File: src/rtl/lsu_pkg.sv
// lsu_pkg -- shared types and encodings for the load/store unit.
//   state_e      : controller states (IDLE, BUSY, DONE)
//   MEM_*        : decoder access request encoding (mem_op)
//   F3_*         : access size/sign encoding (funct3)
//   f3_legal     : funct3 is one of b/h/w/bu/hu
//   f3_misaligned: address low bits do not match the natural alignment
//   f3_align     : low address bits forced to the naturally aligned lane
package lsu_pkg;

  typedef enum logic [1:0] {
    ST_IDLE = 2'd0,
    ST_BUSY = 2'd1,
    ST_DONE = 2'd2
  } state_e;

  localparam logic [1:0] MEM_NONE  = 2'b00;
  localparam logic [1:0] MEM_LOAD  = 2'b01;
  localparam logic [1:0] MEM_STORE = 2'b10;

  localparam logic [2:0] F3_B  = 3'b000;
  localparam logic [2:0] F3_H  = 3'b001;
  localparam logic [2:0] F3_W  = 3'b010;
  localparam logic [2:0] F3_BU = 3'b100;
  localparam logic [2:0] F3_HU = 3'b101;

  function automatic logic f3_legal(input logic [2:0] f3);
    case (f3)
      F3_B, F3_H, F3_W, F3_BU, F3_HU: return 1'b1;
      default:                        return 1'b0;
    endcase
  endfunction

  function automatic logic f3_misaligned(input logic [2:0] f3, input logic [1:0] lo);
    case (f3)
      F3_H, F3_HU: return lo[0];
      F3_W:        return lo != 2'b00;
      default:     return 1'b0;
    endcase
  endfunction

  function automatic logic [1:0] f3_align(input logic [2:0] f3, input logic [1:0] lo);
    case (f3)
      F3_H, F3_HU: return {lo[1], 1'b0};
      F3_W:        return 2'b00;
      default:     return lo;
    endcase
  endfunction

endpackage

File: src/rtl/lsu_align.sv
// lsu_align -- combinational lane steering shared by the load and store paths.
//   funct3     in  3   access size/sign
//   lane       in  2   byte offset within the word
//   wdata      in  32  store data (rs2)
//   rdata      in  32  read word from memory
//   be         out 4   byte enables for the addressed lane(s)
//   wdata_lane out 32  store data replicated across all lanes
//   rdata_ext  out 32  addressed lane, sign- or zero-extended
module lsu_align
  import lsu_pkg::*;
(
  input  logic [2:0]  funct3,
  input  logic [1:0]  lane,
  input  logic [31:0] wdata,
  input  logic [31:0] rdata,
  output logic [3:0]  be,
  output logic [31:0] wdata_lane,
  output logic [31:0] rdata_ext
);

  logic [7:0]  rbyte;
  logic [15:0] rhalf;

  assign rbyte = rdata[{lane, 3'b000} +: 8];
  assign rhalf = rdata[{lane[1], 4'b0000} +: 16];

  // funct3[2] marks the unsigned variants, so it suppresses the sign fill.
  always_comb begin
    // NOTE: every output gets a default first so no path through the case infers a latch.
    be         = '0;
    wdata_lane = '0;
    rdata_ext  = '0;
    case (funct3)
      F3_B, F3_BU: begin
        be         = 4'b0001 << lane;
        wdata_lane = {4{wdata[7:0]}};
        rdata_ext  = {{24{rbyte[7] & ~funct3[2]}}, rbyte};
      end
      F3_H, F3_HU: begin
        be         = 4'b0011 << {lane[1], 1'b0};
        wdata_lane = {2{wdata[15:0]}};
        rdata_ext  = {{16{rhalf[15] & ~funct3[2]}}, rhalf};
      end
      F3_W: begin
        be         = 4'b1111;
        wdata_lane = wdata;
        rdata_ext  = rdata;
      end
      default: ;
    endcase
  end

endmodule

File: src/rtl/lsu_ctrl.sv
// lsu_ctrl -- load/store unit controller (IDLE -> BUSY -> DONE).
// Parameter TIMEOUT_CYC: BUSY cycles without dmem_ack before err_bus is reported.
// Macro LSU_MISALIGN_TRAP_EN: when defined, misaligned h/w accesses complete at once
// with err_misalign and never reach memory; when undefined, the low address bits are
// forced to the natural lane and only an illegal funct3 raises err_misalign.
// Ports:
//   clk, rst                 clock, asynchronous active-high reset
//   mem_op, funct3, addr,    request from the decoder / ALU / rs2
//   wdata
//   stall, done, rdata_out,  pipeline handshake and load result
//   err_misalign, err_bus
//   dmem_req, dmem_we,       data memory request side
//   dmem_addr, dmem_be,
//   dmem_wdata
//   dmem_ack, dmem_rdata     data memory response side
module lsu_ctrl
  import lsu_pkg::*;
#(
  parameter int TIMEOUT_CYC = 255
) (
  input  logic        clk,
  input  logic        rst,
  input  logic [1:0]  mem_op,
  input  logic [2:0]  funct3,
  input  logic [31:0] addr,
  input  logic [31:0] wdata,
  output logic        stall,
  output logic        done,
  output logic [31:0] rdata_out,
  output logic        err_misalign,
  output logic        err_bus,
  output logic        dmem_req,
  output logic        dmem_we,
  output logic [31:0] dmem_addr,
  output logic [3:0]  dmem_be,
  output logic [31:0] dmem_wdata,
  input  logic        dmem_ack,
  input  logic [31:0] dmem_rdata
);

  localparam int CW = $clog2(TIMEOUT_CYC + 1);

  state_e        state, state_nxt;
  logic          is_store_q;
  logic [31:0]   addr_q, wdata_q, rdata_q;
  logic [2:0]    f3_q;
  logic [CW-1:0] cnt_q;
  logic          err_mis_q, err_bus_q;

  logic          access, bad_req, timeout, busy;
  logic [1:0]    lane_in;
  logic [3:0]    be;
  logic [31:0]   wdata_lane, rdata_ext;

  // Gated by rst so stall cannot follow mem_op while reset holds outputs low.
  assign access = !rst && ((mem_op == MEM_LOAD) || (mem_op == MEM_STORE));

`ifdef LSU_MISALIGN_TRAP_EN
  assign bad_req = !f3_legal(funct3) || f3_misaligned(funct3, addr[1:0]);
  assign lane_in = addr[1:0];
`else
  assign bad_req = !f3_legal(funct3);
  assign lane_in = f3_align(funct3, addr[1:0]);
`endif

  // Counter holds the number of completed ack-less BUSY cycles; the last allowed one
  // is the cycle in which it equals TIMEOUT_CYC-1.
  assign timeout = (cnt_q == CW'(TIMEOUT_CYC - 1));
  assign busy    = (state == ST_BUSY);

  always_ff @(posedge clk or posedge rst) begin
    // NOTE: sequential state uses non-blocking assignments so every register samples pre-edge values.
    if (rst) state <= ST_IDLE;
    else     state <= state_nxt;
  end

  always_comb begin
    state_nxt = state;
    stall     = 1'b0;
    done      = 1'b0;
    dmem_req  = 1'b0;
    case (state)
      ST_IDLE: begin
        if (access) begin
          stall     = 1'b1;
          state_nxt = bad_req ? ST_DONE : ST_BUSY;
        end
      end
      ST_BUSY: begin
        stall    = 1'b1;
        dmem_req = 1'b1;
        if (dmem_ack || timeout) state_nxt = ST_DONE;
      end
      ST_DONE: begin
        // mem_op is deliberately ignored: the stalled instruction is still presented here.
        done      = 1'b1;
        state_nxt = ST_IDLE;
      end
      default: state_nxt = ST_IDLE;
    endcase
  end

  always_ff @(posedge clk or posedge rst) begin
    if (rst) begin
      is_store_q <= 1'b0;
      addr_q     <= '0;
      wdata_q    <= '0;
      f3_q       <= '0;
      cnt_q      <= '0;
      err_mis_q  <= 1'b0;
      err_bus_q  <= 1'b0;
      rdata_q    <= '0;
    end else begin
      case (state)
        ST_IDLE: begin
          if (access) begin
            is_store_q <= (mem_op == MEM_STORE);
            addr_q     <= {addr[31:2], lane_in};
            wdata_q    <= wdata;
            f3_q       <= funct3;
            cnt_q      <= '0;
            err_mis_q  <= bad_req;
            err_bus_q  <= 1'b0;
            rdata_q    <= '0;
          end
        end
        ST_BUSY: begin
          if (dmem_ack)     rdata_q   <= is_store_q ? '0 : rdata_ext;
          else if (timeout) err_bus_q <= 1'b1;
          else              cnt_q     <= cnt_q + CW'(1);
        end
        default: ;
      endcase
    end
  end

  // Works from the captured request so all dmem_* outputs stay constant during BUSY.
  lsu_align u_align (
    .funct3     (f3_q),
    .lane       (addr_q[1:0]),
    .wdata      (wdata_q),
    .rdata      (dmem_rdata),
    .be         (be),
    .wdata_lane (wdata_lane),
    .rdata_ext  (rdata_ext)
  );

  assign dmem_we      = busy & is_store_q;
  assign dmem_addr    = busy ? {addr_q[31:2], 2'b00} : '0;
  assign dmem_be      = busy ? be : '0;
  assign dmem_wdata   = busy ? wdata_lane : '0;
  assign rdata_out    = done ? rdata_q : '0;
  assign err_misalign = done & err_mis_q;
  assign err_bus      = done & err_bus_q;

endmodule

File: config.mk
export PLATFORM = sky130hd
export DESIGN_NAME = lsu_ctrl
export DESIGN_NICKNAME = d
export VERILOG_FILES = /design/src/rtl/lsu_pkg.sv /design/src/rtl/lsu_align.sv /design/src/rtl/lsu_ctrl.sv
export SDC_FILE = /design/constraint.sdc
export NUM_CORES = 1
export LEC_CHECK = 0
export CORE_ASPECT_RATIO = 0.75
export CORE_MARGIN = 2
export CORE_UTILIZATION = 23
export CTS_CLUSTER_SIZE = 24
export DETAILED_ROUTE_END_ITERATION = 8
export PLACE_DENSITY = 0.57
export SETUP_SLACK_MARGIN = 0.05
export SLEW_MARGIN = 20
export SYNTH_ARGS = -nofsm -noshare
export SYNTH_HDL_FRONTEND = slang
export SYNTH_SLANG_ARGS = --single-unit
File: constraint.sdc
create_clock -name clk -period 4.6 [get_ports clk]
set_input_delay 1.15 -clock clk [delete_from_list [all_inputs] [get_ports clk]]
set_output_delay 1.15 -clock clk [all_outputs]
set_load 0.01 [all_outputs]
==> results.md <==
* DIE AREA at 0.0270 sq mm
* Post-CTS Repair Setup Buffers at 0
* Vias at 5440
* P_leak at 3.80 nW
* Htree depth at 3
* Status: complete, no violations
* Area grow syn2layout at 45.1%
* Share of the synthesized area in the top cell type at 47.4%
* Root buf cell: clkbuf_16
* First-pass GRT wire length at 32000 um
* Minimum clock period at 4380 ps
* Fraction of layout cells with a size suffix above 1 at 6.12%
* Die height at 143 um
* Slowest cell on crit path: clkdlybuf4s50_1
* Core area at 0.0251 sq mm
* WL/cell at 17.0 um
* Hold WC Path Type: flop to flop
* DR pass1 iterations at 5
* Post-synth top cells: 225 x nand2_1, 112 x dfrtp_1, 65 x and2_1
* Crit path cell chain: clkdlybuf4s50_1 > inv_1 > ha_1 > or3_4 > or2_2 > nand2_1 > clkdlybuf4s50_1
* Total chip power at 0.00358 W
* Post-CTS sizing at 0
* Asr flop ratio synth at 100%
* Post-synth EDFFs at 0
* Largest net degree at the start of global routing at 77
* Overflow after GRT at 0
* WS Path Type: input port to primary output
* Max-cap violations at 0
* Starting Density at 23.5%
* Worst rel slew slack at 30.4%
* RSZ-0062 raised after global routing: false
* TritonCTS Sinks at 112
* Synth Flop Type: dfrtp_1
* Cells after Synth at 680
* Hold path depth at 2
* Max-slew violation count at 0
* Fmax at 228 MHz
* DP Area at 0.00828 sq mm
* Vias in the first global route at 5515
* DIE WIDTH at 189 um
* PwrDens at 417 mW/mm^2
* Worst path most repeated cell: clkdlybuf4s50_1
* Reg clk slew, reported paths at 80 ps
* Drt initial violations at 398
* Vias/cell at 4.52
* Placer Congestion at 0.794
* Dominant cells by area after synthesis: dfrtp_1 47%, nand2_1 14%, and2_1 6.9%
* Total number of yosys warnings at 0
* Io pins at 210
* Final ANT Viol Nets at 0
* Hpwl dp at 14700 um
* Worst setup SP type: input port
* Later-pin clock latency in the skew report at 360 ps
* Final Hold Vio Count at 0
* Slew @ Worst Pin at 1040 ps
* Filler Cells Inserted at 2641
* Synthesized area at 0.00592 sq mm
* Skew final at 10.8 ps
* Slowest Stage Delay on Critical Path at 540 ps
* Period utilisation layout at 95.2%
* Design Area, Final at 0.00859 sq mm
* Fin cells at 1204
* CP Data Arrival Time at 3230 ps
* Yosys cell types at 52
* Worst path required time at 3450 ps
* CTS Buf Count at 9
* FF+latch area at 0.00280 sq mm
* R2R depth at 4
* Final #Nets at 968
* Yosys reg bits at 112
* Sequential share of the synthesized area at 47.4%
* Cells after DPL at 1188
* Diodes inserted at 0
* Top-count cell post-synth: nand2_1
* Cell accounting for the most synthesized area: dfrtp_1
* Routed WL at 20400 um
* Hold_buf cts at 0
* Post-route setup TNS at 0 ps
* Port Buf Inserts at 207
* CTS tree: yes
* CP max FO at 3
* Max clock buf depth at 2
* Final setup vio count at 0
* Initial antenna violation count at 0
* Row cnt at 50
* Worst VDD drop at 0.174 mV
* All-Layer GR Usage at 15.3%
* Multi-input logic area at 0.00283 sq mm
* Residual DRC at 0
* Critical Path End Type: primary output
* Avg Cell Area, Syn at 8.70 sq um
==> per-stage QoR <==
| stage | setup WS (ps) | hold slack (ps) | util [%] |
|---|---|---|---|
| after floorplan | 491 | 435 | - |
| after global placement | 217 | 450 | 32.9 |
| after detailed placement | 208 | 454 | 32.9 |
| after CTS | 207 | 474 | 34.1 |
| after global routing | 123 | 488 | 34.1 |
| final | 220 | 470 | 34.1 |
==> metal layers <==
| metal | track usage, % | share of wire (%) |
|---|---|---|
| met5 | 0 | 0 |
| met1 | 22.3 | 50 |
| met3 | 4.72 | 8.4 |
| met4 | 2.57 | 0.66 |
| met2 | 22.4 | 41 |
==> registers in the layout (all words and copies together) (netlist names) <==
register and cells:
is_store_q 1, err_mis_q 1, err_bus_q 1, state 2, wdata_q 32, rdata_q 32, cnt_q 8, addr_q 32
f3_q 3
==> path summary, 6_finish.rpt <==
path	startpoint	end	slack [ps]
min in group asynchronous	rst	addr_q[6]	1260
hold reg to reg	addr_q[22]	addr_q[22]	470
setup / recovery	mem_op[0]	stall	220
hold / removal	addr_q[22]	addr_q[22]	470
max in group asynchronous	rst	rdata_q[12]	2540
setup reg to reg	f3_q[1]	rdata_q[6]	2070
==> critical path: cells and delay by family <==
kind,cells,cell delay (ps)
buffers and inverters,3,1030
and+or+nand+nor,3,770
adders and majority gates,1,270
==> kinds of logic (layout without fill, tap and decap cells) <==
kind of cell | Yosys count | after routing | share of synthesized area (%)
buffers and inverters | 59 | 244 | 5.05
AOI/OAI and AO/OA | 121 | 121 | 16.1
muxes | 3 | 3 | 0.571
xor gates and xnor gates | 3 | 3 | 0.444
adders and majority gates | 3 | 3 | 0.634
DFF | 112 | 112 | 47.4
other | 1 | 2 | 0.0634
and+or+nand+nor | 378 | 378 | 29.8
==> cells in the final DEF, fill, tap and decap left out, types with 7 or more instances in the layout <==
cell type and count:
clkdlybuf4s50_1 207, nor2b_1 13, clkbuf_16 9, a221o_1 23, and2_1 65, o211ai_2 8
a32oi_1 7, nand2_1 225, nor2_1 36, dfrtp_1 112, a2bb2oi_1 16, buf_4 12
a21oi_1 35, o21ai_0 8, a22oi_1 8, and3_1 9
==> final cells by class <==
| type | instances | area share, % |
|---|---|---|
| Clock buffer | 9 | 2.62 |
| Clock inverter | 7 | 0.845 |
| Inverter | 7 | 0.335 |
| Multi-Input combinational cell | 510 | 33.0 |
| Sequential cell | 112 | 32.6 |
| Tap cell | 338 | 4.93 |
| Timing Repair Buffer | 221 | 25.6 |
==> power breakdown <==
part	internal [W]	total, W	switching (W)
sequential	0.00127	0.00148	0.000215
combinational	0.000609	0.00128	0.000674
clock	0.000386	0.000812	0.000427
Note: power is estimated with default switching activity, not from simulation.
==> edit 1 (same flow settings) <==
Add a define of `LSU_MISALIGN_TRAP_EN`.
--- a/src/rtl/lsu_ctrl.sv
+++ b/src/rtl/lsu_ctrl.sv
@@ -14,4 +14,6 @@
 //   dmem_wdata
 //   dmem_ack, dmem_rdata     data memory response side
+`define LSU_MISALIGN_TRAP_EN
+
 module lsu_ctrl
   import lsu_pkg::*;
Formal check against the unedited RTL: not equivalent (a bounded check fails within 4 cycles, from zero or initial values and one cycle with rst high).
==> edit 1 against the original RTL <==
Setup slack better by 0.38 ns; wire length is 0.47% lower; largest cell class unchanged; design area is 0.23% higher; synthesized area unchanged; sequential cell count unchanged; critical path depth is the same; synthesized cell count up 0.59%; power shrank 4.5%; sequential share of layout area decreased by 0.076 points.
==> edit 1: results (changes against the original RTL) <==
| Metric | Value |
|---|---|
| Status | `complete, no violations` |
| ANT cells | `0 (unchanged)` |
| Flop pwr share | `0.420 (+0.005)` |
| Share of cells above drive strength 1 | `0.0611 (-0.000141)` |
| Worst reg2reg path endpoint | `rdata_q[20]` |
| Internal power | `2.19 mW (-3.2%)` |
| Worst Skew | `0.0150 ns (+0.00428 ns)` |
| HP Start | `addr_q[17]` |
| 1st-iter DRT viols | `295 (-26%)` |
| Reg2reg start | `f3_q[1]` |
| Wire per inst | `16.9 um (-0.64%)` |
| Static leakage | `3.77 nW (-0.67%)` |
| Most area-consuming cells after synthesis | `dfrtp_1 (47%), nand2_1 (14%), and2_1 (7.0%)` |
| Yosys warns | `0 (unchanged)` |
| Cell Count Post-Placement | `1190 (+0.17%)` |
| Post-Route WL | `20.3 mm (-0.47%)` |
| Max VDD drop | `166 uV (-4.5%)` |
| Largest regs | `addr_q: 32 flops, rdata_q: 32 flops, wdata_q: 32 flops` |
| R2R setup slack | `1.93 ns (-0.14 ns)` |
| Vias per cell | `4.50 (-0.37%)` |
| Clock root buffer | `clkbuf_16` |
| Antenna violations before repair | `1 (+1)` |
| Reg2Reg Depth | `5 (+1)` |
| Headroom to the max-slew limit | `0.266 (-0.0389)` |
| First-pass GRT wire length | `31.5 mm (-1.7%)` |
| Final nets | `970 (+0.21%)` |
| Highest net fanout along the worst path | `5 (+2)` |
| P_comb | `1.14 mW (-11%)` |
| RePlAce Congestion | `0.797 (+0.43%)` |
| GRT Util Overall | `0.150 (-0.00279)` |
| H-tree depth | `3 (unchanged)` |
| Worst EP arrival | `2.85 ns (-0.38 ns)` |
| Clock transition at path regs | `0.08 ns (about the same)` |
| Commonest cells post-synth | `nand2_1 (223), dfrtp_1 (112), and2_1 (66)` |
| Unique masters post-synth | `51 (-1.9%)` |
| WHS Endpoint | `addr_q[17]` |
| Hpwl dp | `14.5 mm (-1.1%)` |
| Cells after Synth | `684 (+0.59%)` |
==> edit 1: cell types whose count changed after synthesis, sizes merged, moves of 3 or more <==
cell    before  now
buf         29   16
clkbuf      23   36
mux2         3   11
a221o       23   16
a32o         0    7
o21ai        9   14
nor2        37   33
xor2         3    0
==> edit 1: kinds of logic after synthesis <==
group | after synthesis | synth area share
other | 1 | 0.000634
XOR/XNOR | 2 | 0.00296
multiplexers | 14 | 0.0281
AO/OA/AOI/OAI | 126 | 0.158
adder cells (fa/ha/maj) | 3 | 0.00634
flip-flops | 112 | 0.474
buffers and inverters | 57 | 0.0427
AND/OR/NAND/NOR | 369 | 0.288
==> edit 1: layout make-up <==
class | instances | area (um2)
fill | 2652 | 16500
multi-input combinational | 516 | 2880
sequential | 112 | 2800
timing repair buffer | 219 | 2170
tap | 338 | 423
clock buffer | 9 | 225
clock inverter | 7 | 76.3
inverter | 5 | 21.3
==> edit 1: per-layer routing <==
metal	track usage	up-vias	part of all wire
li1	-	2671	-
met1	0.216	2555	0.49
met2	0.219	190	0.43
met3	0.0450	13	0.074
met4	0.0351	0	0.0069
met5	0	-	0
==> edit 1: stage by stage <==
step | setup slack, ns | utilization | total power, mW | area (um2) | hold slack (ns)
after global routing | 0.466 | 0.342 | 3.66 | 8610 | 0.488
after CTS | 0.588 | 0.342 | 3.48 | 8610 | 0.475
after floorplan | 0.491 | - | 2.15 | 5920 | 0.437
final | 0.599 | 0.342 | 3.42 | 8610 | 0.468
after global placement | 0.599 | 0.330 | 2.59 | 8300 | 0.450
after detailed placement | 0.586 | 0.330 | 2.61 | 8300 | 0.455
==> edit 1: critical path, cell delays in order <==
cell             delay, ns
clkdlybuf4s50_1       0.45
inv_1                 0.04
ha_1                  0.37
nor2_1                0.15
nand2_2               0.07
nand2_1               0.07
clkdlybuf4s50_1       0.55
==> edit 2 (same settings) <==
Without the edit above. Re-encode `state_e` (3 states) as one-hot, 3 bits wide.
--- a/src/rtl/lsu_pkg.sv
+++ b/src/rtl/lsu_pkg.sv
@@ -8,8 +8,8 @@
 package lsu_pkg;
 
-  typedef enum logic [1:0] {
-    ST_IDLE = 2'd0,
-    ST_BUSY = 2'd1,
-    ST_DONE = 2'd2
+  typedef enum logic [2:0] {
+    ST_IDLE = 3'b001,
+    ST_BUSY = 3'b010,
+    ST_DONE = 3'b100
   } state_e;
 
Check against the original RTL: same outputs for any inputs over 4 cycles, from zero or initial values and one cycle with rst high; so few cycles prove little.
==> edit 2 against the original RTL <==
Maximum frequency grew 1.3%; design area increased by 6.7%; first-iteration DRC count is 13% higher; setup slack improved by 0.055 ns; wire length is 4.7% higher; synthesized area is 2.6% higher; power rose by 3.5%; die area is 2.6% higher; sequential power shrank 7%; sequential cell count is 1 higher; sequential share of layout area down 1.8 points; count of clock-buffer cells in the layout up 9.
==> edit 2: results (changes against the original RTL) <==
| Metric | Value |
|---|---|
| Status | `complete, no violations` |
| Post-Route WL | `21.4 mm (+4.7%)` |
| Crit-path slowest cell | `clkdlybuf4s50_1` |
| Worst Skew | `0.00962 ns (-0.00114 ns)` |
| 1st-iter DRT viols | `451 (+13%)` |
| H-tree depth | `4 (+1)` |
| Vias in the first global route | `5664 (+2.7%)` |
| Post-CTS resize count | `0 (unchanged)` |
| Sequential fraction of the synthesis area | `0.466 (-0.00787)` |
| CTS Buf Count | `17 (+8)` |
| Slew @ Worst Pin | `1.02 ns (-0.0201 ns)` |
| Final setup margin | `0.275 ns (+0.0548 ns)` |
| Clock transition at path regs | `0.06 ns (-0.02 ns)` |
| Final nets | `1033 (+6.7%)` |
| Router iterations before antenna repair | `7 (+2)` |
| CP max stage delay | `0.58 ns (+0.04 ns)` |
| Commonest cells post-synth | `nand2_1 (265), dfrtp_1 (112), and2_1 (69)` |
| Share of cells above drive strength 1 | `0.0692 (+0.00802)` |
| GRT Util Overall | `0.156 (+0.00273)` |
| First-pass GRT wire length | `33.0 mm (+3.0%)` |
| Max VDD drop | `291 uV (+68%)` |
| RePlAce Congestion | `0.768 (-3.3%)` |
| Unique masters post-synth | `51 (-1.9%)` |
| R2R setup slack | `2.01 ns (-0.06 ns)` |
| Highest net fanout along the worst path | `5 (+2)` |
| Pre-CTS setup slack | `0.263 ns (+0.0554 ns)` |
| Static leakage | `4.20 nW (+11%)` |
| HP Start | `addr_q[3]` |
| Antenna violations before repair | `1 (+1)` |
## edit 2: worst paths after layout
| kind | depth (start not counted) | to |
|---|---|---|
| setup / recovery | 8 | stall |
| hold / removal | 2 | addr_q[3] |
| setup reg to reg | 5 | rdata_q[27] |
| hold reg to reg | 2 | addr_q[3] |
| max in group asynchronous | 3 | addr_q[6] |
| min in group asynchronous | 2 | rdata_q[11] |
## edit 2: cell families after synthesis
kind of cell,share of synthesized area
AO/OA/AOI/OAI,0.158
XOR/XNOR,0.00144
adder cells (fa/ha/maj),0.00618
buffers and inverters,0.0414
flip-flops,0.466
multiplexers,0.0243
other,0.000617
AND/OR/NAND/NOR,0.303
## edit 2: report_power, final
| group | switching [mW] | total (mW) | internal [mW] |
|---|---|---|---|
| combinational | 0.499 | 0.880 | 0.381 |
| clock | 0.529 | 1.45 | 0.917 |
| sequential | 0.174 | 1.38 | 1.20 |
## edit 2: area by class of cell
cell class	count	area [um2]
multi-input cells	564	3020
clock buffers	18	429
repair buffers	224	2220
clock inverters	14	203
flip-flops and latches	113	2830
well taps	344	430
diodes	1	2.50
fillers	2657	16800
inverters	6	25.0
## edit 2: critical path: cells and delay by family
kind,cells,cell delay [ns]
simple gates,3,0.44
buf+inv,4,1.27
fa+ha+maj,1,0.31
## edit 2: through the flow
step	cell area, um2	cells	hold WS (ns)
floorplan	6080	737	0.437
global placement	8530	1251	0.449
detailed placement	8530	1251	0.454
CTS	9160	1283	0.469
global route	9170	1284	0.483
finish	9170	1284	0.463
## edit 2: per-layer routing
layer | GRT usage | up-vias | wire length, um | part of all wire
li1 | - | 2819 | - | -
met1 | 0.219 | 2738 | 10200 | 0.48
met2 | 0.228 | 196 | 9250 | 0.43
met3 | 0.0509 | 10 | 1730 | 0.081
met4 | 0.0397 | 0 | 154 | 0.0072
met5 | 0 | - | 0 | 0
